--- src/rtl/logic_unit_arbiter_pkg.sv ---
// Shared definitions for the logic-unit arbiter: opcodes, FSM encoding, owner ids.
package logic_unit_arbiter_pkg;

  localparam int unsigned OP_W = 2;

  // Bitwise opcodes
  localparam logic [OP_W-1:0] OP_OR  = 2'b00;
  localparam logic [OP_W-1:0] OP_AND = 2'b01;
  localparam logic [OP_W-1:0] OP_XOR = 2'b10;
  localparam logic [OP_W-1:0] OP_NOR = 2'b11;

  // Arbiter sequencing states
  typedef enum logic [1:0] {
    IDLE = 2'd0,
    EXEC = 2'd1,
    DONE = 2'd2
  } state_t;

  // Result / grant owner ids
  localparam logic OWN_A = 1'b0;
  localparam logic OWN_B = 1'b1;

endpackage

--- src/rtl/logic_unit_arbiter_logic_unit_32.sv ---
// Combinational WIDTH-bit bitwise unit (OR/AND/XOR/NOR).
// Ports:
//   op       - opcode (OP_OR/OP_AND/OP_XOR/OP_NOR)
//   in0, in1 - operands
//   result_c - combinational result
module logic_unit_32
  import logic_unit_arbiter_pkg::*;
#(
  parameter int unsigned WIDTH = 32
) (
  input  logic [OP_W-1:0]  op,
  input  logic [WIDTH-1:0] in0,
  input  logic [WIDTH-1:0] in1,
  output logic [WIDTH-1:0] result_c
);

  logic [WIDTH-1:0] or_v;
  logic [WIDTH-1:0] and_v;
  logic [WIDTH-1:0] xor_v;

  // Per-bit gate arrays
  assign or_v  = in0 | in1;
  assign and_v = in0 & in1;
  assign xor_v = in0 ^ in1;

  // Opcode select
  always_comb begin
    result_c = or_v;
    case (op)
      OP_OR:   result_c = or_v;
      OP_AND:  result_c = and_v;
      OP_XOR:  result_c = xor_v;
      OP_NOR:  result_c = ~or_v;
      default: result_c = or_v;
    endcase
  end

endmodule

--- src/rtl/logic_unit_arbiter.sv ---
// Round-robin arbiter sharing one bitwise logic unit between requesters A and B.
// Ports:
//   clock, reset (sync, active-low)
//   req_x/op_x/in0_x/in1_x - requester x operation request and operands
//   gnt_x                  - one-cycle pulse (EXEC) when x's operands were taken
//   result/result_owner    - registered result and owner (0 = A, 1 = B)
//   result_valid           - result held valid until result_ready
//   busy                   - high while an op is in EXEC or DONE
module logic_unit_arbiter
  import logic_unit_arbiter_pkg::*;
#(
  parameter int unsigned WIDTH = 32
) (
  input  logic             clock,
  input  logic             reset,
  input  logic             req_a,
  input  logic [OP_W-1:0]  op_a,
  input  logic [WIDTH-1:0] in0_a,
  input  logic [WIDTH-1:0] in1_a,
  input  logic             req_b,
  input  logic [OP_W-1:0]  op_b,
  input  logic [WIDTH-1:0] in0_b,
  input  logic [WIDTH-1:0] in1_b,
  output logic             gnt_a,
  output logic             gnt_b,
  output logic [WIDTH-1:0] result,
  output logic             result_valid,
  output logic             result_owner,
  input  logic             result_ready,
  output logic             busy
);

  state_t           state_q;
  state_t           state_d;
  logic             grant_a_c;
  logic             grant_b_c;
  logic [OP_W-1:0]  op_q;
  logic [WIDTH-1:0] in0_q;
  logic [WIDTH-1:0] in1_q;
  logic             owner_q;
  logic             last_grant_q;
  logic [WIDTH-1:0] unit_c;

  // Shared bitwise unit fed only from latched operands
  logic_unit_32 #(
    .WIDTH(WIDTH)
  ) u_unit (
    .op      (op_q),
    .in0     (in0_q),
    .in1     (in1_q),
    .result_c(unit_c)
  );

  // Next-state and round-robin grant decision
  always_comb begin
    state_d   = state_q;
    grant_a_c = 1'b0;
    grant_b_c = 1'b0;
    case (state_q)
      IDLE: begin
        if (req_a && req_b) begin
          // Tie goes to whoever did not win last
          if (last_grant_q == OWN_B) grant_a_c = 1'b1;
          else                       grant_b_c = 1'b1;
        end else if (req_a) begin
          grant_a_c = 1'b1;
        end else if (req_b) begin
          grant_b_c = 1'b1;
        end
        if (req_a || req_b) state_d = EXEC;
      end
      EXEC:    state_d = DONE;
      DONE:    if (result_ready) state_d = IDLE;
      default: state_d = IDLE;
    endcase
  end

  // State, operand latches and registered outputs
  always_ff @(posedge clock) begin
    if (!reset) begin
      state_q      <= IDLE;
      gnt_a        <= 1'b0;
      gnt_b        <= 1'b0;
      busy         <= 1'b0;
      result_valid <= 1'b0;
      result       <= '0;
      result_owner <= OWN_A;
      op_q         <= '0;
      in0_q        <= '0;
      in1_q        <= '0;
      owner_q      <= OWN_A;
      last_grant_q <= OWN_B;
    end else begin
      state_q      <= state_d;
      gnt_a        <= grant_a_c;
      gnt_b        <= grant_b_c;
      busy         <= (state_d != IDLE);
      result_valid <= (state_d == DONE);
      if (grant_a_c) begin
        op_q         <= op_a;
        in0_q        <= in0_a;
        in1_q        <= in1_a;
        owner_q      <= OWN_A;
        last_grant_q <= OWN_A;
      end else if (grant_b_c) begin
        op_q         <= op_b;
        in0_q        <= in0_b;
        in1_q        <= in1_b;
        owner_q      <= OWN_B;
        last_grant_q <= OWN_B;
      end
      // Result captured once at the end of EXEC and held afterwards
      if (state_q == EXEC) begin
        result       <= unit_c;
        result_owner <= owner_q;
      end
    end
  end

endmodule

--- config.mk ---
export PLATFORM = sky130hd
export DESIGN_NAME = logic_unit_arbiter
export DESIGN_NICKNAME = d
export VERILOG_FILES = /design/src/rtl/logic_unit_arbiter_pkg.sv /design/src/rtl/logic_unit_arbiter_logic_unit_32.sv /design/src/rtl/logic_unit_arbiter.sv
export SDC_FILE = /design/constraint.sdc
export NUM_CORES = 1
export LEC_CHECK = 0
export CAP_MARGIN = 10
export CORE_UTILIZATION = 58
export DETAILED_ROUTE_END_ITERATION = 8
export DONT_BUFFER_PORTS = 1
export PLACE_DENSITY = 0.82
export SLEW_MARGIN = 25
export SYNTH_ARGS = -nofsm -noshare
export SYNTH_HDL_FRONTEND = slang
export SYNTH_SLANG_ARGS = --single-unit
--- constraint.sdc ---
create_clock -name clock -period 1.3 [get_ports clock]
set_input_delay 0.195 -clock clock [delete_from_list [all_inputs] [get_ports clock]]
set_output_delay 0.195 -clock clock [all_outputs]
set_load 0.01 [all_outputs]
==> impl_metrics.tcl, run 1 <==
set metrics [dict create \
    crit_slowest_cell "or3b_4" \
    overflow 0 \
    gp_congestion 0.8155 \
    die-area_um2 10870 \
    cp.arrival_ns 2.02 \
    die_w_um 104.3 \
    critPathKind "reg -> reg" \
    worst_setup_path_end_kind "flip-flop" \
    preCtsSetupSlack_ns -0.2033 \
    drive_above_1_share_pct 25.69 \
    root_buffer "clkbuf_8" \
    synth_edf_count 0 \
    place_hpwl_um 10550 \
    r2r_slack_ns -0.42 \
    hold_class "in -> reg" \
    avgSynthCellArea_um2 7.659 \
    antenna_found_initial 1 \
    yosysWarnings 0 \
    cp_top_family "simple AND/OR/NAND/NOR gates" \
    synth.distinct_cells 32 \
    clkSlewWorstSetupHoldPaths_ns 0.12 \
    synth-seq-cells 107 \
    wire_per_inst_um 24.67 \
    rsz0062_at_grt "true" \
    syn_nets 993 \
    drcViolationCount 0 \
    p_per_area_nw_per_um2 1193 \
    fp.dieH_um 104.3 \
    status "finished, violations left" \
    path_buf_inv 2 \
    grt_max_degree 81 \
    finClkSkew_ns 0.01778 \
    synth.yosys.seq_area_share_pct 35.31 \
    numCtsBuffers 9 \
    critPathMaxFanout 6 \
    cpPeakStageDelay_ns 0.42 \
    io_pins 174 \
    path_cells "or3b_4, nor2b_4, buf_12, buf_12, nand2_4, a31oi_4" \
    async_flop_share_pct 0 \
    drtAntennaViolNets 0 \
    syn_inst 792 \
    vias 7229 \
    min_period_ns 1.719 \
    slew_violations 0 \
    cap_viol_max_count 0 \
    htree_levels 3 \
    tns_ns -20.37 \
    synthTopCellsByArea "dfxtp_1, ha_1, nand2_1" \
    finish.utilization_pct 90.77 \
    yosys-top-cells-count "nand2_1, o21ai_0, dfxtp_1" \
    ys.flop_type "dfxtp_1" \
    layout.nets 1143 \
    fp.coreArea_um2 9955 \
    port_buffers 0 \
    setup_viol_count_final 102 \
    fmax_mhz 581.6 \
    worst_skew_pair.late_latency_ns 0.42 \
    initial_utilization_pct 60.94 \
    grt_pass1_vias 5773 \
    failed_checks "hold timing, setup timing" \
    rows 36 \
    yosysMostFrequentCell "nand2_1" \
    path_common_cell "buf_12" \
    tightest_slew_ns 0.5241 \
    max-vdd-ir-drop_uv 1173 \
    finalHoldViolCount 3 \
    synth_area_um2 6066 \
    grt.total_usage_pct 32.67 \
    synthToLayoutAreaGrowth_pct 48.97 \
    hold_ws_ns -0.05502 \
    slew_headroom_pct 64.75 \
    first_iter_violations 952 \
    wl_um 26650 \
    power_leakage_nw 3.844 \
    required_ns 1.60 \
    grt_pass1_wl_um 28260 \
    synth_top_area_share_pct 35.31 \
    fin_ws_ns -0.4193 \
    tritoncts "built" \
    period_share_pct 132.3 \
    first_pass_iters 6 \
    startpoint_type "flip-flop" \
    synth_top_area_cell "dfxtp_1" \
    clock-sinks 107 \
    cts_buffer_depth 2 \
    vias_per_cell 6.694 \
]
worst reg2reg max path, delay by kind of cell, from the launching register on:
family | cells | cell delay (ns)
AOI/OAI and AO/OA | 1 | 0.28
buffers and inverters | 2 | 0.32
DFF | 1 | 0.35
and+or+nand+nor | 3 | 0.65
cell usage in the layout, fill, tap and decap left out, drive strengths merged, types with 2 or more instances in the layout:
cell type	netlist	final
nand2	195	195
dlygate4sd3	0	128
o21ai	124	124
dfxtp	107	107
inv	65	68
a31oi	67	67
buf	15	66
ha	64	64
nor2b	23	23
a21oi	18	18
a211oi	18	18
mux2	18	18
clkbuf	46	15
mux2i	14	14
nor2	4	4
o21a	2	2
clkinvlp	0	2
nor3	2	2
power by group:
part | switching [mW] | internal, mW
logic | 2.35 | 2.07
registers | 0.467 | 3.70
clock network | 1.30 | 0.901
total | 4.11 | 6.66
area by class of cell:
class / instances / area (µm²)
antenna: 1 / 2.502
clock buffer: 9 / 123.9
clock inverter: 6 / 71.32
fill: 389 / 918.4
tap: 133 / 166.4
inverter: 65 / 244.0
timing repair buffer: 200 / 2256
sequential: 107 / 2181
multi-input combinational: 559 / 3991
cell families after synthesis:
family          count (synthesis)  synth area share [%]
compound gates                233                 21.62
fa+ha+maj                      64                 13.20
buf+inv                       126                 8.581
flops                         107                 35.31
mux                            32                 5.652
simple gates                  230                 15.64
per-layer routing:
metal,vias up,GRT usage [%],share of wire (%)
li1,2967,-,-
met1,3327,37.46,32
met4,0,15.61,8.6
met2,681,56.39,48
met3,254,8.396,12
met5,-,0,0
through the flow:
step / instance area, µm² / std cells / total power, mW
finish: 9036 / 1080 / 10.78
global route: 9036 / 1080 / 11.10
CTS: 7460 / 969 / 9.294
detailed placement: 6459 / 906 / 6.659
global placement: 6459 / 906 / 6.458
floorplan: 6097 / 792 / 5.863
state kept, by name, summed over array words and instances (netlist names):
| signal | flops |
|---|---|
| result_owner | 1 |
| in0_q | 32 |
| busy | 1 |
| state_q | 2 |
| result | 32 |
| op_q | 2 |
| in1_q | 32 |
| result_valid | 1 |
| last_grant_q | 1 |
| owner_q | 1 |
| gnt_b | 1 |
| gnt_a | 1 |
timing repair:
action	CTS	global route
setup buffers	8	16
pin swaps	19	37
hold buffers	32	97
endpoints found under the setup margin	99	100
cloned	8	6
gates resized for setup	75	155
endpoints found under the hold margin	74	69
path summary, 6_finish.rpt:
kind	start	to	depth (start not counted)
setup / recovery	state_q[0]	in0_q[19]	6
hold / removal	in1_b[23]	in1_q[23]	2
setup reg to reg	state_q[0]	in0_q[19]	6
hold reg to reg	result[25]	result[25]	2
No activity file was read; power rests on OpenSTA's default activity.
==> run 2, diff against run 1 <==
CELL_PAD_IN_SITES_DETAIL_PLACEMENT = 0   (was unset)
CELL_PAD_IN_SITES_GLOBAL_PLACEMENT = 1   (was unset)
CORE_UTILIZATION = 46   (was 58)
PLACE_DENSITY = 0.86   (was 0.82)
RECOVER_POWER = 50   (was unset)
clock period = 1.95 ns   (was 1.3 ns; I/O delays follow)
==> impl_metrics.tcl, run 2 (same netlist as run 1, synthesis figures left out) <==
set metrics [dict create \
    finalHoldViolCount 0 \
    first_iter_violations 232 \
    nFillCells 1274 \
    initial_utilization_pct 47.68 \
    hold_depth 2 \
    place_hpwl_um 10160 \
    status "completed" \
    critPathKind "reg -> reg" \
    vias 5119 \
    multiInputGateArea_um2 3422 \
    cpPeakStageDelay_ns 0.47 \
    die_w_um 116.8 \
    grt.total_usage_pct 21.68 \
    gp_congestion 0.8090 \
    rows 41 \
    fp.dieH_um 116.8 \
    startpoint_type "flip-flop" \
    p_per_area_nw_per_um2 922.4 \
    pwr-share-clk_pct 29.4 \
    worst_setup_path_end_kind "flip-flop" \
    port_buffers 0 \
    numCtsBuffers 9 \
    first_pass_iters 4 \
    reg_top3 "in0_q (32), in1_q (32), result (32)" \
    hold_buffers 0 \
    switching_share_pct 32.43 \
    synthToLayoutAreaGrowth_pct 7.302 \
    drcViolationCount 0 \
    mostFrequentLayoutCells "nand2_1, o21ai_0, dfxtp_1, a31oi_1, inv_1" \
    path_cells "or3b_1, nor2b_4, buf_12, nand2_1, a31oi_1" \
    clock-sinks 107 \
    overflow 0 \
    dp_cells 919 \
    io_pins 174 \
    tightest_slew_ns 0.7166 \
    fp.coreArea_um2 12720 \
    switching_power_mw 1.947 \
    vias_per_cell 5.475 \
    layout.nets 959 \
    instances_no_fill 935 \
    max-vdd-ir-drop_uv 476.2 \
    wire_per_inst_um 15.32 \
    finClkSkew_ns 0.007378 \
    grt_max_degree 99 \
    tritoncts "built" \
    min_to "gnt_a" \
    period_share_pct 82.38 \
    min_period_ns 1.606 \
    setup_viol_count_final 0 \
    rsz0062_at_grt "false" \
    pwr-share-comb_pct 25.1 \
    slew_violations 0 \
    worst_skew_pair.late_latency_ns 0.35 \
    final_common_cell "nand2_1" \
    cts_buffer_depth 2 \
    p_int_mw 4.057 \
    tns_ns 0 \
    rr_worst_depth 5 \
    antenna_found_initial 0 \
    drtAntennaViolNets 0 \
    slew_headroom_pct 52.17 \
    root_buffer "clkbuf_16" \
    hold_class "in -> reg" \
    htree_levels 3 \
    insertedDiodeCount 0 \
    grt_pass1_vias 4779 \
    grt_pass1_wl_um 22850 \
    cp.arrival_ns 1.88 \
    cts_resized 0 \
    cts_setup_buffers 0 \
    wl_um 14320 \
    critPathMaxFanout 33 \
    share_seq_of_total_power_pct 45.5 \
    clkSlewWorstSetupHoldPaths_ns 0.07 \
    drive_above_1_share_pct 7.471 \
    cap_viol_max_count 0 \
    r2r-start "state_q[0]" \
    die-area_um2 13650 \
    regArea_um2 2145 \
    required_ns 2.22 \
    min_from "req_a" \
    power_leakage_nw 2.703 \
    r2r_slack_ns 0.34 \
    fmax_mhz 622.5 \
    rr_endpoint "in0_q[16]" \
    crit_slowest_cell "or3b_1" \
]
==> run 2: changes by cell type in the layout (fill, tap and decap cells not counted), sizes merged <==
cell | previous run | this run
inv | 68 | 67
bufinv | 1 | 0
dlygate4sd3 | 128 | 0
buf | 66 | 16
clkinvlp | 2 | 1
clkinv | 0 | 2
clkbuf | 15 | 11
diode | 1 | 0
==> run 2: per-stage QoR <==
step / total power [mW] / setup slack, ns / cell area [µm²] / utilization [%] / hold WS [ns]
finish: 6.004 / 0.3437 / 6509 / 51.16 / 0.05251
global route: 6.420 / 0.1997 / 6509 / 51.16 / 0.03884
CTS: 6.075 / 0.3297 / 6509 / 51.16 / 0.03692
detailed placement: 4.288 / 0.3525 / 6221 / 48.90 / 0.4189
global placement: 4.201 / 0.4197 / 6221 / 48.90 / 0.3964
floorplan: 3.892 / 0.5110 / 6066 / - / 0.4063
==> run 2: power groups by stage <==
stage | sequential (mW) | combinational [mW] | clock, mW
final | 2.73 | 1.51 | 1.76
after global routing | 2.77 | 1.74 | 1.91
after CTS | 2.74 | 1.52 | 1.82
after detailed placement | 2.78 | 1.50 | 0
after global placement | 2.77 | 1.43 | 0
after floorplan | 2.67 | 1.23 | 0
==> run 2: final cells by class <==
| class | instances | area share, % |
|---|---|---|
| clock buffers | 11 | 3.883 |
| inverters | 65 | 3.749 |
| multi-input cells | 559 | 52.58 |
| flip-flops and latches | 107 | 32.95 |
| well taps | 172 | 3.306 |
| clock inverters | 5 | 0.5383 |
| repair buffers | 16 | 2.999 |
==> run 2: how the worst max path moves through the flow <==
stage,start,endpoint,slack [ns]
6_report,state_q[0],in0_q[16],0.34
3_3_place_gp,state_q[0],result[30],0.42
5_1_grt,state_q[0],result[17],0.20
2_1_floorplan,state_q[0],in0_q[0],0.51
3_5_place_dp,state_q[0],in0_q[16],0.35
4_1_cts,state_q[0],in0_q[16],0.33
==> run 2: worst max-delay path: cells and delay by family (launching register included) <==
| family | cells | cell delay [ns] |
|---|---|---|
| flip-flops | 1 | 0.37 |
| AND/OR/NAND/NOR | 3 | 0.75 |
| buffers and inverters | 1 | 0.21 |
| AO/OA/AOI/OAI | 1 | 0.18 |
==> run 2: metal layers <==
layer,part of all wire (%),GRT usage [%]
met4,2.0,8.523
met3,6.6,6.025
met5,0,0
met1,47,27.92
met2,44,34.44
